## config.mk

```make
export PLATFORM = sky130hd
export DESIGN_NAME = y86_seq_ctrl_flat
export DESIGN_NICKNAME = d
export VERILOG_FILES = /design/src/rtl/y86_seq_ctrl_if.sv /design/src/rtl/y86_seq_ctrl.sv /design/src/flat_wrapper.sv
export SDC_FILE = /design/constraint.sdc
export NUM_CORES = 1
export LEC_CHECK = 0
export BUFFER_PORTS_ARGS = -buffer_cell sky130_fd_sc_hd__buf_2
export CAP_MARGIN = 10
export CORE_ASPECT_RATIO = 0.5
export CORE_MARGIN = 5
export CORE_UTILIZATION = 41
export DETAILED_ROUTE_END_ITERATION = 16
export PLACE_DENSITY = 0.86
export SYNTH_ARGS = -nofsm -noshare
export SYNTH_HDL_FRONTEND = slang
export SYNTH_SLANG_ARGS = --single-unit
```

## constraint.sdc

```tcl
create_clock -name clk -period 2.58 [get_ports clk]
set_input_delay 0.516 -clock clk [delete_from_list [all_inputs] [get_ports clk]]
set_output_delay 0.516 -clock clk [all_outputs]
set_load 0.005 [all_outputs]
```

## src/rtl/y86_seq_ctrl_if.sv

```systemverilog
// Bus bundle for the Y86 SEQ sequencer.
// master: core top level / testbench side; drives run, step_mode, pc_new and
//         the stage status flags, and observes pc, stage_en, stat, busy,
//         stopped and the performance counters.
// slave:  the sequencer itself (y86_seq_ctrl).
interface y86_seq_ctrl_if #(
  parameter int unsigned ADDR_W = 64,
  parameter int unsigned CNT_W  = 32
) ();

  logic              run;
  logic              step_mode;
  logic [ADDR_W-1:0] pc_new;
  logic              halt;
  logic              invalid_instr;
  logic              memory_error;
  logic              mem_ready;

  logic [ADDR_W-1:0] pc;
  logic [5:0]        stage_en;
  logic [2:0]        stat;
  logic              busy;
  logic              stopped;
  logic [CNT_W-1:0]  cycle_count;
  logic [CNT_W-1:0]  instr_count;

  modport master (
    output run, step_mode, pc_new, halt, invalid_instr, memory_error, mem_ready,
    input  pc, stage_en, stat, busy, stopped, cycle_count, instr_count
  );

  modport slave (
    input  run, step_mode, pc_new, halt, invalid_instr, memory_error, mem_ready,
    output pc, stage_en, stat, busy, stopped, cycle_count, instr_count
  );

endinterface

```

## src/rtl/y86_seq_ctrl.sv

```systemverilog
// Multi-cycle sequencer and architectural-state owner for the Y86 SEQ core.
// Steps one instruction through fetch, decode, execute, memory, write-back
// and PC update; owns the PC and the Y86 status code; stops on halt, invalid
// instruction, address error or data-memory timeout.
//
// Ports:
//   clk  - clock, rising edge
//   rst  - asynchronous active-high reset
//   bus  - y86_seq_ctrl_if.slave:
//          in : run, step_mode, pc_new, halt, invalid_instr, memory_error, mem_ready
//          out: pc, stage_en {P,W,M,E,D,F}, stat, busy, stopped,
//               cycle_count, instr_count
//
// Build option: define SEQ_PERF_CNT_EN to implement the saturating
// cycle/instruction counters; otherwise both outputs are tied to zero.
module y86_seq_ctrl #(
  parameter int unsigned       ADDR_W      = 64,
  parameter logic [ADDR_W-1:0] RESET_PC    = '0,
  parameter int unsigned       CNT_W       = 32,
  parameter int unsigned       MEM_TIMEOUT = 16
) (
  input logic             clk,
  input logic             rst,
  y86_seq_ctrl_if.slave   bus
);

  localparam logic [2:0] StatAok = 3'd1;
  localparam logic [2:0] StatHlt = 3'd2;
  localparam logic [2:0] StatAdr = 3'd3;
  localparam logic [2:0] StatIns = 3'd4;

  // Wait counter only needs to reach MEM_TIMEOUT-1.
  localparam int unsigned WaitW = (MEM_TIMEOUT > 1) ? $clog2(MEM_TIMEOUT) : 1;

  typedef enum logic [2:0] {
    StIdle,
    StFetch,
    StDecode,
    StExecute,
    StMemory,
    StWriteback,
    StPcupd,
    StStopped
  } state_e;

  state_e            state_q, state_d;
  logic [ADDR_W-1:0] pc_q, pc_d;
  logic [2:0]        stat_q, stat_d;
  logic [WaitW-1:0]  wait_q, wait_d;
  logic [5:0]        stage_en_q, stage_en_d;
  logic              busy;

  always_ff @(posedge clk or posedge rst) begin
    if (rst) begin
      state_q    <= StIdle;
      pc_q       <= RESET_PC;
      stat_q     <= StatAok;
      wait_q     <= '0;
      stage_en_q <= '0;
    end else begin
      state_q    <= state_d;
      pc_q       <= pc_d;
      stat_q     <= stat_d;
      wait_q     <= wait_d;
      stage_en_q <= stage_en_d;
    end
  end

  always_comb begin
    state_d    = state_q;
    pc_d       = pc_q;
    stat_d     = stat_q;
    wait_d     = '0;  // cleared everywhere but MEMORY, so entry always starts at 0
    stage_en_d = '0;

    unique case (state_q)
      StIdle: begin
        if (bus.run) state_d = StFetch;
      end
      StFetch: begin
        if (bus.memory_error) begin
          stat_d  = StatAdr;
          state_d = StStopped;
        end else if (bus.invalid_instr) begin
          stat_d  = StatIns;
          state_d = StStopped;
        end else if (bus.halt) begin
          stat_d  = StatHlt;
          state_d = StStopped;
        end else begin
          state_d = StDecode;
        end
      end
      StDecode:  state_d = StExecute;
      StExecute: state_d = StMemory;
      StMemory: begin
        if (bus.memory_error) begin
          stat_d  = StatAdr;
          state_d = StStopped;
        end else if (bus.mem_ready) begin
          state_d = StWriteback;
        end else if ((MEM_TIMEOUT != 0) && (wait_q == WaitW'(MEM_TIMEOUT - 1))) begin
          // MEM_TIMEOUT cycles spent in MEMORY without a ready.
          stat_d  = StatAdr;
          state_d = StStopped;
        end else begin
          wait_d = wait_q + WaitW'(1);
        end
      end
      StWriteback: state_d = StPcupd;
      StPcupd: begin
        pc_d    = bus.pc_new;
        state_d = bus.step_mode ? StIdle : StFetch;
      end
      StStopped: state_d = StStopped;
      default:   state_d = StIdle;
    endcase

    // Registered decode of the next state, so stage_en tracks state_q.
    unique case (state_d)
      StFetch:     stage_en_d = 6'b000001;
      StDecode:    stage_en_d = 6'b000010;
      StExecute:   stage_en_d = 6'b000100;
      StMemory:    stage_en_d = 6'b001000;
      StWriteback: stage_en_d = 6'b010000;
      StPcupd:     stage_en_d = 6'b100000;
      default:     stage_en_d = 6'b000000;
    endcase
  end

  assign busy         = (state_q != StIdle) && (state_q != StStopped);
  assign bus.busy     = busy;
  assign bus.stopped  = (state_q == StStopped);
  assign bus.pc       = pc_q;
  assign bus.stat     = stat_q;
  assign bus.stage_en = stage_en_q;

`ifdef SEQ_PERF_CNT_EN
  logic [CNT_W-1:0] cycle_q;
  logic [CNT_W-1:0] instr_q;

  always_ff @(posedge clk or posedge rst) begin
    if (rst) begin
      cycle_q <= '0;
      instr_q <= '0;
    end else begin
      if (busy && (cycle_q != {CNT_W{1'b1}})) cycle_q <= cycle_q + 1'b1;
      if ((state_q == StPcupd) && (instr_q != {CNT_W{1'b1}})) instr_q <= instr_q + 1'b1;
    end
  end

  assign bus.cycle_count = cycle_q;
  assign bus.instr_count = instr_q;
`else
  assign bus.cycle_count = {CNT_W{1'b0}};
  assign bus.instr_count = {CNT_W{1'b0}};
`endif

endmodule

```

## src/flat_wrapper.sv

```systemverilog
// flat-port wrapper written by rule: the top's interface ports become plain ports
module y86_seq_ctrl_flat 
#(
  parameter int unsigned       ADDR_W      = 64,
  parameter logic [ADDR_W-1:0] RESET_PC    = '0,
  parameter int unsigned       CNT_W       = 32,
  parameter int unsigned       MEM_TIMEOUT = 16
)
  (clk, rst, bus_run, bus_step_mode, bus_pc_new, bus_halt, bus_invalid_instr, bus_memory_error, bus_mem_ready, bus_pc, bus_stage_en, bus_stat, bus_busy, bus_stopped, bus_cycle_count, bus_instr_count);
  y86_seq_ctrl_if #(.ADDR_W(ADDR_W), .CNT_W(CNT_W)) bus_i ();
  input logic clk;
  input logic rst;
  input wire logic [$bits(bus_i.run)-1:0] bus_run;
  input wire logic [$bits(bus_i.step_mode)-1:0] bus_step_mode;
  input wire logic [$bits(bus_i.pc_new)-1:0] bus_pc_new;
  input wire logic [$bits(bus_i.halt)-1:0] bus_halt;
  input wire logic [$bits(bus_i.invalid_instr)-1:0] bus_invalid_instr;
  input wire logic [$bits(bus_i.memory_error)-1:0] bus_memory_error;
  input wire logic [$bits(bus_i.mem_ready)-1:0] bus_mem_ready;
  output wire logic [$bits(bus_i.pc)-1:0] bus_pc;
  output wire logic [$bits(bus_i.stage_en)-1:0] bus_stage_en;
  output wire logic [$bits(bus_i.stat)-1:0] bus_stat;
  output wire logic [$bits(bus_i.busy)-1:0] bus_busy;
  output wire logic [$bits(bus_i.stopped)-1:0] bus_stopped;
  output wire logic [$bits(bus_i.cycle_count)-1:0] bus_cycle_count;
  output wire logic [$bits(bus_i.instr_count)-1:0] bus_instr_count;
  assign bus_i.run = bus_run;
  assign bus_i.step_mode = bus_step_mode;
  assign bus_i.pc_new = bus_pc_new;
  assign bus_i.halt = bus_halt;
  assign bus_i.invalid_instr = bus_invalid_instr;
  assign bus_i.memory_error = bus_memory_error;
  assign bus_i.mem_ready = bus_mem_ready;
  assign bus_pc = bus_i.pc;
  assign bus_stage_en = bus_i.stage_en;
  assign bus_stat = bus_i.stat;
  assign bus_busy = bus_i.busy;
  assign bus_stopped = bus_i.stopped;
  assign bus_cycle_count = bus_i.cycle_count;
  assign bus_instr_count = bus_i.instr_count;
  y86_seq_ctrl #(.ADDR_W(ADDR_W), .RESET_PC(RESET_PC), .CNT_W(CNT_W), .MEM_TIMEOUT(MEM_TIMEOUT)) u_core (.clk(clk), .rst(rst), .bus(bus_i));
endmodule
```

# Word level (Yosys, flattened, before mapping)
# Cells that the tools add are included.
# W data, S select, Z words.
[word_totals] in_bits=72 word_cells=50 out_inout_bits=139 register_bits=80
[classes] n_reduce_logical=5 addsub=1 mux=21 eq_ne=18
[op_table] operator="$mux W3" count=13
[op_table] operator="$pmux W6 S6" count=1
[op_table] operator="$pmux W3 S8" count=1
[op_table] operator="$eq A3 B3 Y1 const B" count=7
[op_table] operator="$mux W4" count=4
[op_table] operator="$eq A3 B2 Y1 const B" count=4
[op_table] operator="$eq A3 B1 Y1 const B" count=2
[op_table] operator="$ne A3 B3 Y1 const B" count=2
[op_table] operator="$pmux W3 S2" count=1
[op_table] operator="$add A4 B1 Y4 const B" count=1
[op_table] operator="$eq A4 B4 Y1 const B" count=1
[op_table] operator="$ne A4 B4 Y1 const B" count=1
[op_table] operator="$reduce_and A4 Y1" count=1
[op_table] operator="$logic_not A3 Y1" count=1
[op_table] operator="$ne A3 B2 Y1 const B" count=1
[op_table] operator="$reduce_bool A3 Y1" count=1
[op_table] operator="$reduce_bool A2 Y1" count=1
[op_table] operator="$logic_and A1 B1 Y1" count=1
[op_table] operator="$mux W1" count=1

# Depth between registers and ports, before layout
[logic_depth] ltp_word=7 depth_mapped=5 mapped_depth_nobuf=5

# Least setup slack after synthesis
# OpenSTA, ideal clock, no wires.
[synth_path] path_kind="register to register" start="reg u_core.wait_q[0]" end="reg u_core.stat_q[1] (netlist: u_core.bus.stat[1])" setup_time_ns=0.124 synth_period_minus_slack_ns=1.467 t_required_ns=2.456 path_slack_ns=1.113 t_arrival_ns=1.343 path_stages_with_launch=6 cell_sequence="dfrtp_1 > ha_1 > and3_1 > a21oi_2 > nor2b_1 > o31a_1"
[synth_via] elab_chain_cells=3
[synth_lines] element="start: declaration" line="y86_seq_ctrl.sv:49" rtl="logic [WaitW-1:0] wait_q, wait_d;"
[synth_lines] element="start signal: assignment" line="y86_seq_ctrl.sv:64" rtl="wait_q <= wait_d;"
[synth_lines] element="$eq A4 B4 Y1" line="y86_seq_ctrl.sv:102" rtl="end else if ((MEM_TIMEOUT != 0) && (wait_q == WaitW'(MEM_TIMEOUT - 1))) begin"
[synth_lines] element="$ne A3 B2 Y1 (no source line)"
[synth_lines] element="$reduce_and A4 Y1 (no source line)"
[synth_lines] element="end signal: assignment" line="y86_seq_ctrl.sv:57" rtl="stat_q <= StatAok;"
[synth_lines] element="end signal: assignment" line="y86_seq_ctrl.sv:63" rtl="stat_q <= stat_d;"
[synth_lines] element="end: declaration" line="y86_seq_ctrl.sv:48" rtl="logic [2:0] stat_q, stat_d;"
# Every way passes these cells.
# A chain may end at the register's enable or synchronous reset.

# Final worst setup path
[layout_path] start="reg u_core.state_q[1]" end="out bus_busy"
[layout_via] elab_chain_cells=2 elab_cells_between_ends=3 classes_between="eq/ne: 1; reduce/logical: 2"
[layout_lines] element="start: declaration" line="y86_seq_ctrl.sv:46" rtl="state_e state_q, state_d;"
[layout_lines] element="start signal: assignment" line="y86_seq_ctrl.sv:55" rtl="state_q <= StIdle;"
[layout_lines] element="start signal: assignment" line="y86_seq_ctrl.sv:61" rtl="state_q <= state_d;"
[layout_lines] element="$ne A3 B3 Y1 / $reduce_bool A3 Y1 (equally long branches)" line="y86_seq_ctrl.sv:131" rtl="assign busy = (state_q != StIdle) && (state_q != StStopped);"
[layout_lines] element="$logic_and A1 B1 Y1 *" line="y86_seq_ctrl.sv:131"
[layout_lines] element="end: declaration" line="flat_wrapper.sv:23" rtl="output wire logic [$bits(bus_i.busy)-1:0] bus_busy;"
# Every way passes the cells marked *; elsewhere a longest branch is shown, timed or not.

==> results_dict.tcl <==
set metrics [dict create \
    post_cts_buffers 0 \
    skew_ns 0.00520 \
    yosysMostFrequentCell "dfrtp_1" \
    endpoint "bus_busy" \
    cts_buffers 9 \
    die_x_um 149 \
    cts_buffer_depth 2 \
    yosysSeqAreaShare_pct 50.8 \
    clk_pin_slew_ns 0.06 \
    tns_ns 0 \
    fmax_mhz 546 \
    critPathMaxFanout 14 \
    ys_warn_count 0 \
    cts_tree "done" \
    p_leak_nw 2.62 \
    syn_area_sq_um 3940 \
    die_h_um 79.3 \
    setup_viol 0 \
    syn_to_final_growth_pct 22.2 \
    fin_crit_ns 1.83 \
    seq_area_sq_um 2000 \
    ys.flop_type "dfrtp_1" \
    yosysTopAreaCell "dfrtp_1" \
    grt_usage_pct 13.1 \
    hold_slack_ns 0.285 \
    hp-class "in2async" \
    ant_nets 0 \
    use_met3_pct 3.25 \
    pwr-share-clk_pct 22.4 \
    avgSynthCellArea_sq_um 14.3 \
    synth_cells 276 \
    synth.top_cell.area_share_pct 50.1 \
    initial_utilization_pct 41.9 \
    core_area_sq_um 9420 \
    hold_viol_final 0 \
    rsz0062_at_grt "no" \
    ios 211 \
    clk_latency_ns 0.32 \
    nets 497 \
    grt-busiest-layer "met2" \
    end_kind "output pin" \
    diodes 0 \
    internal_power_mw 4.29 \
    tightest_slew_ns 0.700 \
    slew_headroom_pct 53.3 \
    slew_violations 0 \
    yosys-top-cells-count "dfrtp_1, buf_4, mux2_4" \
    num_vias 2347 \
    period_share_pct 71.0 \
    io_buffers 146 \
    swShare_pct 28.8 \
    grt_pass1_vias 2544 \
    async_reset_ff_share_pct 100 \
    h-tree-depth 3 \
    arrival_ns 1.32 \
    cp.required_ns 2.06 \
    outcome "finished clean" \
    multiInputGateArea_sq_um 1540 \
    cts.sinks 80 \
    fin_cells 563 \
    synthTopCellsByArea "dfrtp_1, mux2_4, buf_4" \
    row_count 25 \
    drc 0 \
    worstSetupPathType "reg2out" \
    grt_overflow 0 \
    drtPass1Iterations 4 \
    ys_types 40 \
    met1_usage_pct 14.5 \
    vdd_drop_max_mv 0.575 \
    r2r_start "u_core.state_q[0]$_DFF_PP0_" \
    drive_gt1_share_pct 54.0 \
    drt_iter0_markers 140 \
    maxCapViolCount 0 \
    grt_max_degree 65 \
    p_sw_mw 1.73 \
    ys_seq_elements 80 \
    root_buffer "clkbuf_16" \
    synth_edf_count 0 \
    use_met2_pct 24.6 \
    grt_pass1_wl_um 12300 \
    r2r_slack_ns 0.84 \
    reg2reg_depth 3 \
    dieArea_sq_um 11800 \
    cts_resized 0 \
    r2r_end "u_core.bus.pc[8]$_DFFE_PP0N_" \
    p_per_area_nw_per_um2 1250 \
    startpoint "u_core.state_q[1]$_DFF_PP0_" \
    antenna_found_initial 0 \
    wl_um 7900 \
    n_fill_cell 813 \
    p_comb_share_pct 40.5 \
    pwr-share-seq_pct 37.2 \
    routedWlPerCell_um 14.0 \
    ctsHoldBuffers 0 \
    placed_cells 548 \
    dp_hpwl_um 5910 \
    place.gp.congestion 0.764 \
    startpoint_type "register" \
    viasPerCell 4.17 \
]
worst min-delay path by stage:
| stage | slack, ns | depth (start not counted) | endpoint | startpoint |
|---|---|---|---|---|
| 2_1_floorplan | 0.46 | 1 | u_core.wait_q[0]$_DFF_PP0_ | u_core.wait_q[0]$_DFF_PP0_ |
| 3_3_place_gp | 0.47 | 1 | u_core.bus.pc[60]$_DFFE_PP0N_ | u_core.bus.pc[60]$_DFFE_PP0N_ |
| 3_5_place_dp | 0.48 | 1 | u_core.bus.pc[61]$_DFFE_PP0N_ | u_core.bus.pc[61]$_DFFE_PP0N_ |
| 4_1_cts | 0.30 | 2 | u_core.bus.pc[49]$_DFFE_PP0N_ | rst |
| 5_1_grt | 0.35 | 2 | u_core.bus.pc[52]$_DFFE_PP0N_ | rst |
| 6_report | 0.28 | 2 | u_core.bus.pc[52]$_DFFE_PP0N_ | rst |
critical path, stage by stage, from the launching register on:
cell and delay [ns]:
dfrtp_1 0.52, and3_1 0.26, nor2_1 0.10, buf_2 0.11
logic make-up after synthesis:
family                   share of synthesized area (%)
buffers and inverters                             16.2
XOR/XNOR                                         0.222
flip-flops                                        50.8
adder cells (fa/ha/maj)                          0.317
multiplexers                                      24.0
other                                           0.0951
AO/OA/AOI/OAI                                     2.82
AND/OR/NAND/NOR                                   5.59
metrics by stage:
| step | setup WS, ns | instance area (sq um) | utilization [%] | total power, mW |
|---|---|---|---|---|
| finish | 0.749 | 4820 | 51.1 | 6.02 |
| global route | 0.634 | 4820 | 51.1 | 6.38 |
| CTS | 0.734 | 4820 | 51.1 | 6.11 |
| detailed placement | 0.844 | 4490 | 47.7 | 4.71 |
| global placement | 0.908 | 4490 | 47.7 | 4.61 |
| floorplan | 0.0139 | 4180 | - | 4.07 |
layout make-up:
type                            count  area share (%)
Sequential cell                    80            41.6
Multi-Input combinational cell    182            32.0
Timing Repair Buffer              148            16.0
Clock buffer                       12            5.33
Tap cell                          135            3.51
Clock inverter                      3            1.35
Inverter                            3           0.260
sequential cells by signal (all words and copies together) (netlist names):
name,cells
u_core.wait_q,4
u_core.bus.stage_en,6
u_core.bus.pc,64
u_core.bus.stat,3
u_core.state_q,3
layer usage:
| metal | vias to the layer above | share of wire [%] |
|---|---|---|
| met1 | 1142 | 38 |
| met4 | 0 | 1.3 |
| met5 | - | 0 |
| met2 | 96 | 55 |
| li1 | 1098 | - |
| met3 | 11 | 5.9 |
power by group through the flow:
stage / Combinational [mW] / Sequential [mW] / Clock (mW)
CTS: 2.48 / 2.24 / 1.39
finish: 2.44 / 2.24 / 1.35
global route: 2.62 / 2.32 / 1.45
detailed placement: 2.47 / 2.24 / 0
global placement: 2.40 / 2.21 / 0
floorplan: 1.84 / 2.23 / 0
placed cells by master (no fill, tap or decap), types with 2 or more instances in the layout:
master / count
nor3_1: 2
and3_1: 3
nand3b_1: 2
bufinv_16: 2
buf_2: 146
clkbuf_8: 2
o21ai_0: 2
nor2_1: 10
dfrtp_1: 79
buf_12: 2
mux2_1: 4
clkbuf_16: 9
nand2_1: 6
mux2_4: 60
inv_1: 2
nor2b_1: 3
conb_1: 64
o31a_1: 2
clkinv_2: 2
a21oi_1: 4
No activity file was read; power rests on OpenSTA's default activity.
